<file path="src/rtl/memory_board_ctrl.sv">
// ----------------------------------------------------------------------------
// memory_board_ctrl
//   Game-state controller for a 4x4 memory-card board. Moves a cursor over the
//   16 slots, flips cards face-up on select, compares each picked pair and
//   hides a mismatched pair again after HIDE_DELAY cycles.
//
// Parameters
//   HIDE_DELAY   cycles a mismatched pair stays visible (>= 2)
//
// Ports
//   i_clk        system clock
//   i_reset      synchronous active-high reset
//   i_new_game   one-cycle pulse, restarts the game and latches i_layout
//   i_layout     pair ID per slot, slot i = bits [3i+2:3i]
//   i_btn_*      debounced one-cycle button pulses (sel > up > down > left > right)
//   o_cursor     selected slot, row = [3:2], column = [1:0]
//   o_face_up    per-slot face-up (renderer enable)
//   o_matched    per-slot solved flag
//   o_game_over  high while every slot is matched
//   o_moves      compared-pair count, saturating at 255
//
// Build option
//   MEMCTRL_MOVES_EN  when defined the moves counter is built; otherwise
//                     o_moves is tied to zero.
// ----------------------------------------------------------------------------
module memory_board_ctrl #(
   parameter int HIDE_DELAY = 25_000_000
) (
   input  logic        i_clk,
   input  logic        i_reset,
   input  logic        i_new_game,
   input  logic [47:0] i_layout,
   input  logic        i_btn_up,
   input  logic        i_btn_down,
   input  logic        i_btn_left,
   input  logic        i_btn_right,
   input  logic        i_btn_sel,
   output logic [3:0]  o_cursor,
   output logic [15:0] o_face_up,
   output logic [15:0] o_matched,
   output logic        o_game_over,
   output logic [7:0]  o_moves
);

   localparam int CW = $clog2(HIDE_DELAY);

   typedef enum logic [2:0] {
      S_WAIT_FIRST,
      S_WAIT_SECOND,
      S_COMPARE,
      S_SHOW_MISS,
      S_DONE
   } state_t;

   state_t        r_state, w_state;
   logic [3:0]    r_cursor, w_cursor;
   logic [15:0]   r_face_up, w_face_up;
   logic [15:0]   r_matched, w_matched;
   logic          r_game_over, w_game_over;
   logic [3:0]    r_first, w_first;
   logic [3:0]    r_second, w_second;
   logic [CW-1:0] r_cnt, w_cnt;
   logic [2:0]    r_ids [16];

   logic          w_sel_ok;
   logic [15:0]   w_pair_mask;

`ifdef MEMCTRL_MOVES_EN
   logic [7:0]    r_moves;
   logic          w_moves_inc;
`endif

   // A select only counts on a face-down slot; this also rejects re-picking
   // the first card and any already-matched slot.
   assign w_sel_ok    = i_btn_sel && !r_face_up[r_cursor];
   assign w_pair_mask = (16'd1 << r_first) | (16'd1 << r_second);

   always_comb begin
      w_state     = r_state;
      w_cursor    = r_cursor;
      w_face_up   = r_face_up;
      w_matched   = r_matched;
      w_game_over = r_game_over;
      w_first     = r_first;
      w_second    = r_second;
      w_cnt       = r_cnt;
`ifdef MEMCTRL_MOVES_EN
      w_moves_inc = 1'b0;
`endif

      // btn_sel owns the cycle even when it is dropped, so a simultaneous
      // direction pulse is never acted on.
      if (r_state != S_DONE && !i_btn_sel) begin
         if (i_btn_up)
            w_cursor = {r_cursor[3:2] - 2'd1, r_cursor[1:0]};
         else if (i_btn_down)
            w_cursor = {r_cursor[3:2] + 2'd1, r_cursor[1:0]};
         else if (i_btn_left)
            w_cursor = {r_cursor[3:2], r_cursor[1:0] - 2'd1};
         else if (i_btn_right)
            w_cursor = {r_cursor[3:2], r_cursor[1:0] + 2'd1};
      end

      case (r_state)
         S_WAIT_FIRST: begin
            if (w_sel_ok) begin
               w_face_up[r_cursor] = 1'b1;
               w_first             = r_cursor;
               w_state             = S_WAIT_SECOND;
            end
         end
         S_WAIT_SECOND: begin
            if (w_sel_ok) begin
               w_face_up[r_cursor] = 1'b1;
               w_second            = r_cursor;
               w_state             = S_COMPARE;
            end
         end
         S_COMPARE: begin
`ifdef MEMCTRL_MOVES_EN
            w_moves_inc = 1'b1;
`endif
            if (r_ids[r_first] == r_ids[r_second]) begin
               w_matched   = r_matched | w_pair_mask;
               // game_over rises on the same edge as the final matched update
               w_game_over = (w_matched == 16'hFFFF);
               w_state     = w_game_over ? S_DONE : S_WAIT_FIRST;
            end else begin
               w_cnt   = CW'(HIDE_DELAY - 1);
               w_state = S_SHOW_MISS;
            end
         end
         S_SHOW_MISS: begin
            if (r_cnt == '0) begin
               w_face_up = r_face_up & ~w_pair_mask;
               w_state   = S_WAIT_FIRST;
            end else begin
               w_cnt = r_cnt - 1'b1;
            end
         end
         S_DONE: ;
         default: w_state = S_WAIT_FIRST;
      endcase
   end

   always_ff @(posedge i_clk) begin
      if (i_reset || i_new_game) begin
         r_state     <= S_WAIT_FIRST;
         r_cursor    <= 4'd0;
         r_face_up   <= 16'h0000;
         r_matched   <= 16'h0000;
         r_game_over <= 1'b0;
         r_first     <= 4'd0;
         r_second    <= 4'd0;
         r_cnt       <= '0;
         for (int i = 0; i < 16; i++)
            r_ids[i] <= i_layout[3*i +: 3];
      end else begin
         r_state     <= w_state;
         r_cursor    <= w_cursor;
         r_face_up   <= w_face_up;
         r_matched   <= w_matched;
         r_game_over <= w_game_over;
         r_first     <= w_first;
         r_second    <= w_second;
         r_cnt       <= w_cnt;
      end
   end

`ifdef MEMCTRL_MOVES_EN
   always_ff @(posedge i_clk) begin
      if (i_reset || i_new_game)
         r_moves <= 8'd0;
      else if (w_moves_inc && r_moves != 8'hFF)
         r_moves <= r_moves + 8'd1;
   end
   assign o_moves = r_moves;
`else
   assign o_moves = 8'd0;
`endif

   assign o_cursor    = r_cursor;
   assign o_face_up   = r_face_up;
   assign o_matched   = r_matched;
   assign o_game_over = r_game_over;

endmodule

</file>
<file path="config.mk">
export PLATFORM = sky130hd
export DESIGN_NAME = memory_board_ctrl
export DESIGN_NICKNAME = d
export VERILOG_FILES = /design/src/rtl/memory_board_ctrl.sv
export SDC_FILE = /design/constraint.sdc
export NUM_CORES = 1
export LEC_CHECK = 0
export ABC_AREA = 1
export CORE_ASPECT_RATIO = 0.7
export CORE_UTILIZATION = 65
export DETAILED_ROUTE_END_ITERATION = 16
export DONT_BUFFER_PORTS = 1
export PLACE_DENSITY = 0.82
export SYNTH_ARGS = -nofsm -noshare
export SYNTH_HDL_FRONTEND = slang
export SYNTH_SLANG_ARGS = --single-unit
export TNS_END_PERCENT = 50
</file>
<file path="constraint.sdc">
create_clock -name i_clk -period 4.3 [get_ports i_clk]
set_clock_uncertainty 0.05 [all_clocks]
set_input_delay 1.075 -clock i_clk [delete_from_list [all_inputs] [get_ports i_clk]]
set_output_delay 1.075 -clock i_clk [all_outputs]
set_load 0.01 [all_outputs]
</file>
# [Word level (Yosys, flattened, before mapping)]
# Memory sizes are Yosys's and may differ from the RTL's. A register that Yosys moved wholly into a read port is not among the register bits.
# Cells that the tools add are included.
[word_totals] word_cells=87 register_bits=73 input_bits=56 mem_count=1 output_inout_bits=45 ramBits=48
[mem_list] name="r_ids" words=16 width=3 rd=2 rd_ports_with_merged_regs=2 write_ports=16 line="63" rtl="logic [2:0] r_ids [16];"
[op_classes] n_eq_ne=13 mux=26 n_bitwise=8 shift=2 reduce_logical=21 n_lt_le_gt_ge=2 addsub=5
[op_table] op="25-bit 2-to-1 mux" n=2
[op_table] op="25-bit one-hot mux with 2 select lines" n=1
[op_table] op="16-bit bitwise OR" n=3
[op_table] op="16-bit 2-to-1 mux" n=2
[op_table] op="16-bit one-hot mux with 2 select lines" n=1
[op_table] op="1-bit by 4-bit << shifter with 16-bit output, first input constant" n=2
[op_table] op="25-bit logical NOT" n=1
[op_table] op="25-bit by 1-bit subtractor with 25-bit output, second input constant" n=1
[op_table] op="4-bit 2-to-1 mux" n=6
[op_table] op="16-bit AND" n=1
[op_table] op="16-bit == test, second input constant" n=1
[op_table] op="16-bit inverter" n=1
[op_table] op="3-bit 2-to-1 mux" n=5
[op_table] op="3-bit one-hot mux with 5 select lines" n=1
[op_table] op="2-bit != test, second input constant" n=5
[op_table] op="2-bit AND reduction" n=4
[op_table] op="4-bit AND reduction" n=2
[op_table] op="2-bit nonzero test" n=4
[op_table] op="3-bit by 2-bit == test with 1-bit output, second input constant" n=2
[op_table] op="3-bit AND reduction" n=2
[op_table] op="4-bit by 5-bit < comparator with 1-bit output, second input constant" n=1
[op_table] op="2-bit by 1-bit adder with 2-bit output, second input constant" n=2
[op_table] op="1-bit binary-select mux with 4-bit select" n=1
[op_table] op="1-bit demux with 4-bit select" n=1
[op_table] op="15 further kinds" n=25

# [Depth between registers and ports, before layout]
[depth] word_depth=7 ltp_mapped=18 depth_no_buf=16

# [Worst setup path before layout]
# OpenSTA, ideal clock, no wires.
[synth_path] kind="input -> register" start="in i_new_game" end="mem r_ids[0][0], enable pin" path_slack_ps=1063 t_arrival_ps=2756 t_required_ps=3819 n_path_buf=1 path_stages=3 setup_ps=431 path_cell_list="nor2_1 inv_2 buf_1"
[synth_rtl] element="start: declaration" line="31" rtl="input logic i_new_game,"
[synth_rtl] element="end: declaration" line="63"

==> results.yml <==
min_path:
  worstHoldEndpoint: "r_cnt[1]$_SDFFE_PP0P_"
  hold_path_depth: 2
  min_path_type: "flop to flop"
  hp-start: "r_cnt[1]$_SDFFE_PP0P_"
worst_setup_path:
  cp-end-kind: "flop"
  ff2ff_setup_slack_ps: 1480
  crit_type: "flop to flop"
  crit_fanout: 43
  critPathLaunchType: "flop"
  crit_chain: "inv_1, nand3_1, nand3_1, nand3_1, nand2_1, nand2_1, nand2_2, nand3_4, nand2_4, nand2_4, nand2_1, a21oi_1"
  r2r_cells: 12
  critPathArrivalTime_ps: 3120
  worstPathRequired_ps: 4600
  reg2reg_to: "r_cnt[17]$_SDFFE_PP0P_"
  critical_path.slowest_cell: "dfxtp_1"
  crit_path_max_incr_delay_ps: 710
timing:
  whs_ps: 435
  fin_crit_ps: 2820
  rsz0062_at_grt: "false"
  hold_viol: 0
  setup_tns_ps: 0
  fin_crit_sh: 0.655
  setup_viol: 0
  fmax_mhz: 355
  slew_viol_final: 0
  slew_headroom: 0.462
  tightestPinTransition_ps: 796
  fin_ws_ps: 1480
placed_design:
  placed_area_um2: 7130
  hpwl_mm: 12.1
  placed_cells: 1145
  globalplace.congestion: 0.957
  port_buffers: 0
  place_ws_ps: 1640
finish:
  area_growth_pct: 8.03
  fin_nets: 1078
  final_area_um2: 7730
  final_common_cell: "nand2_1"
  layout.cells.non_filler: 1178
  finalCoreUtilization: 0.735
  fillers: 840
  layout-drive-gt1-share: 0.0632
  layout_common_cells: "nand2_1, nor2_1, inv_1, nand3_1, dfxtp_1"
run_status:
  status: "finished clean"
yosys:
  muxShareOfSynthArea: 0
  synthSimpleGateAreaFrac: 0.344
  synth_compound_area_frac: 0.0997
  ys_types: 39
  ys_warn_count: 0
  synthXorXnorAreaFrac: 0.00735
  synth_top_family_by_area: "simple AND/OR/NAND/NOR gates"
  synthAdderAreaFrac: 0.0105
  ys_ff_latch: 129
  netlist_area_um2: 7150
  synth_cells: 1027
  synth.avg_cell_area_um2: 6.97
  seq_area_frac_synth: 0.428
pwr:
  leakage_nw: 3.34
  total_power_mw: 3.16
  power_density_nw_per_um2: 409
  ir_drop_v: 0.000311
global_routing:
  grt_pass1_wl_mm: 29.3
  antenna_found_initial: 1
  grt_use_total: 0.323
  grt_overflow: 0
  grt_max_degree: 47
  grt_pass1_vias: 6063
clocking:
  cts_root_buf: "clkbuf_16"
  cts_resized: 0
  cts_hold_buf: 0
  cts_made_buffers: 17
  clk_path_buf_depth: 2
  path_clk_slew_ps: 60
  postCtsSetupBuffers: 0
  cts.sinks: 129
  cts_tree: "built"
  insertion_delay_ps: 430
  ctsHtreeMaxLevel: 4
detailed_routing:
  wl_mm: 17.6
  wl_per_cell_um: 14.9
  drc: 0
  drt-pass1-iter-count: 7
  ant_nets: 0
  vias_per_cell: 5.67
  drt-initial-drc-count: 897
  vias: 6681
die:
  die_x_um: 127
  pin_count: 101
  initial_utilization: 0.681
  rows: 31
  fp.coreArea_um2: 10500
  die_area_um2: 11400
  die_y_um: 89.8
job:
  drv_cap: 0
[critical path: cells and delay by family, from the launching register on]
family | cells | cell delay (ps)
and+or+nand+nor | 10 | 1400
buffers and inverters | 1 | 440
AOI/OAI and AO/OA | 1 | 150
DFF | 1 | 710
[power by group]
part	internal [mW]	total [mW]	switching [mW]	leakage (nW)
registers	1.33	1.38	0.0439	1.14
logic	0.107	0.339	0.232	1.91
clock network	0.826	1.45	0.620	0.286
total	2.26	3.16	0.897	3.34
[flip-flops by register name, indices dropped and copies added (netlist names), named ones only]
name / flops
o_cursor: 4
o_matched: 16
o_game_over: 1
r_ids: 48
r_cnt: 25
o_face_up: 16
r_first: 4
r_second: 4
r_state: 3
[layout make-up]
cell class	count	area, µm²	share of cell area
inverter	129	484	0.0627
sequential	129	3060	0.396
multi-input combinational	731	3340	0.432
antenna	1	2.50	0.000324
clock inverter	15	168	0.0217
tap	148	185	0.0240
timing repair buffer	8	60.1	0.00777
clock buffer	17	425	0.0550
[cells by family after synthesis]
kind of cell	after synthesis
simple gates	579
buf+inv	174
compound gates	132
flops	129
xor+xnor	6
fa+ha+maj	6
other cells	1
[how the worst max path moves through the flow]
stage,startpoint,to,depth (start not counted)
2_1_floorplan,i_new_game,r_ids[0][0]$_DFFE_PP_,3
3_3_place_gp,flop,r_cnt[23]$_SDFFE_PP0P_,13
3_5_place_dp,flop,r_cnt[17]$_SDFFE_PP0P_,14
4_1_cts,flop,r_cnt[17]$_SDFFE_PP0P_,14
5_1_grt,flop,r_cnt[11]$_SDFFE_PP0P_,15
6_report,flop,r_cnt[17]$_SDFFE_PP0P_,12
[layer usage]
metal	wire length, µm	part of all wire	vias up	track usage
li1	-	-	3294	-
met1	7760	0.44	2942	0.449
met2	7310	0.42	412	0.459
met3	2160	0.12	33	0.121
met4	362	0.021	0	0.108
met5	0	0	-	0
[cells in the mapped netlist]
library cell,instances,area (µm²)
a211oi_1,1,7.51
a21boi_0,1,7.51
a21oi_1,59,295
a32o_1,1,10.0
buf_1,1,3.75
buf_2,12,60.1
buf_4,11,82.6
buf_6,10,113
clkbuf_1,11,41.3
clkinv_1,1,3.75
conb_1,1,3.75
dfxtp_1,81,1620
edfxtp_1,48,1440
ha_1,6,75.1
inv_1,125,469
inv_2,3,11.3
nand2_1,265,995
nand2_2,5,31.3
nand2_4,2,22.5
nand3_1,116,581
nand3_4,1,17.5
nand3b_1,1,7.51
nand4_1,14,87.6
nor2_1,145,544
nor2_2,1,6.26
nor2_4,1,11.3
nor3_1,14,70.1
nor3b_1,1,7.51
nor4_1,4,25.0
o211a_1,1,10.0
o211ai_1,5,37.5
o211ai_2,1,12.5
o21ai_0,52,260
o21ai_1,2,10.0
o21bai_1,1,7.51
o22ai_1,6,37.5
o41ai_1,2,17.5
or2_2,9,56.3
xor2_1,6,52.6
Note: power is estimated with default switching activity, not from simulation.
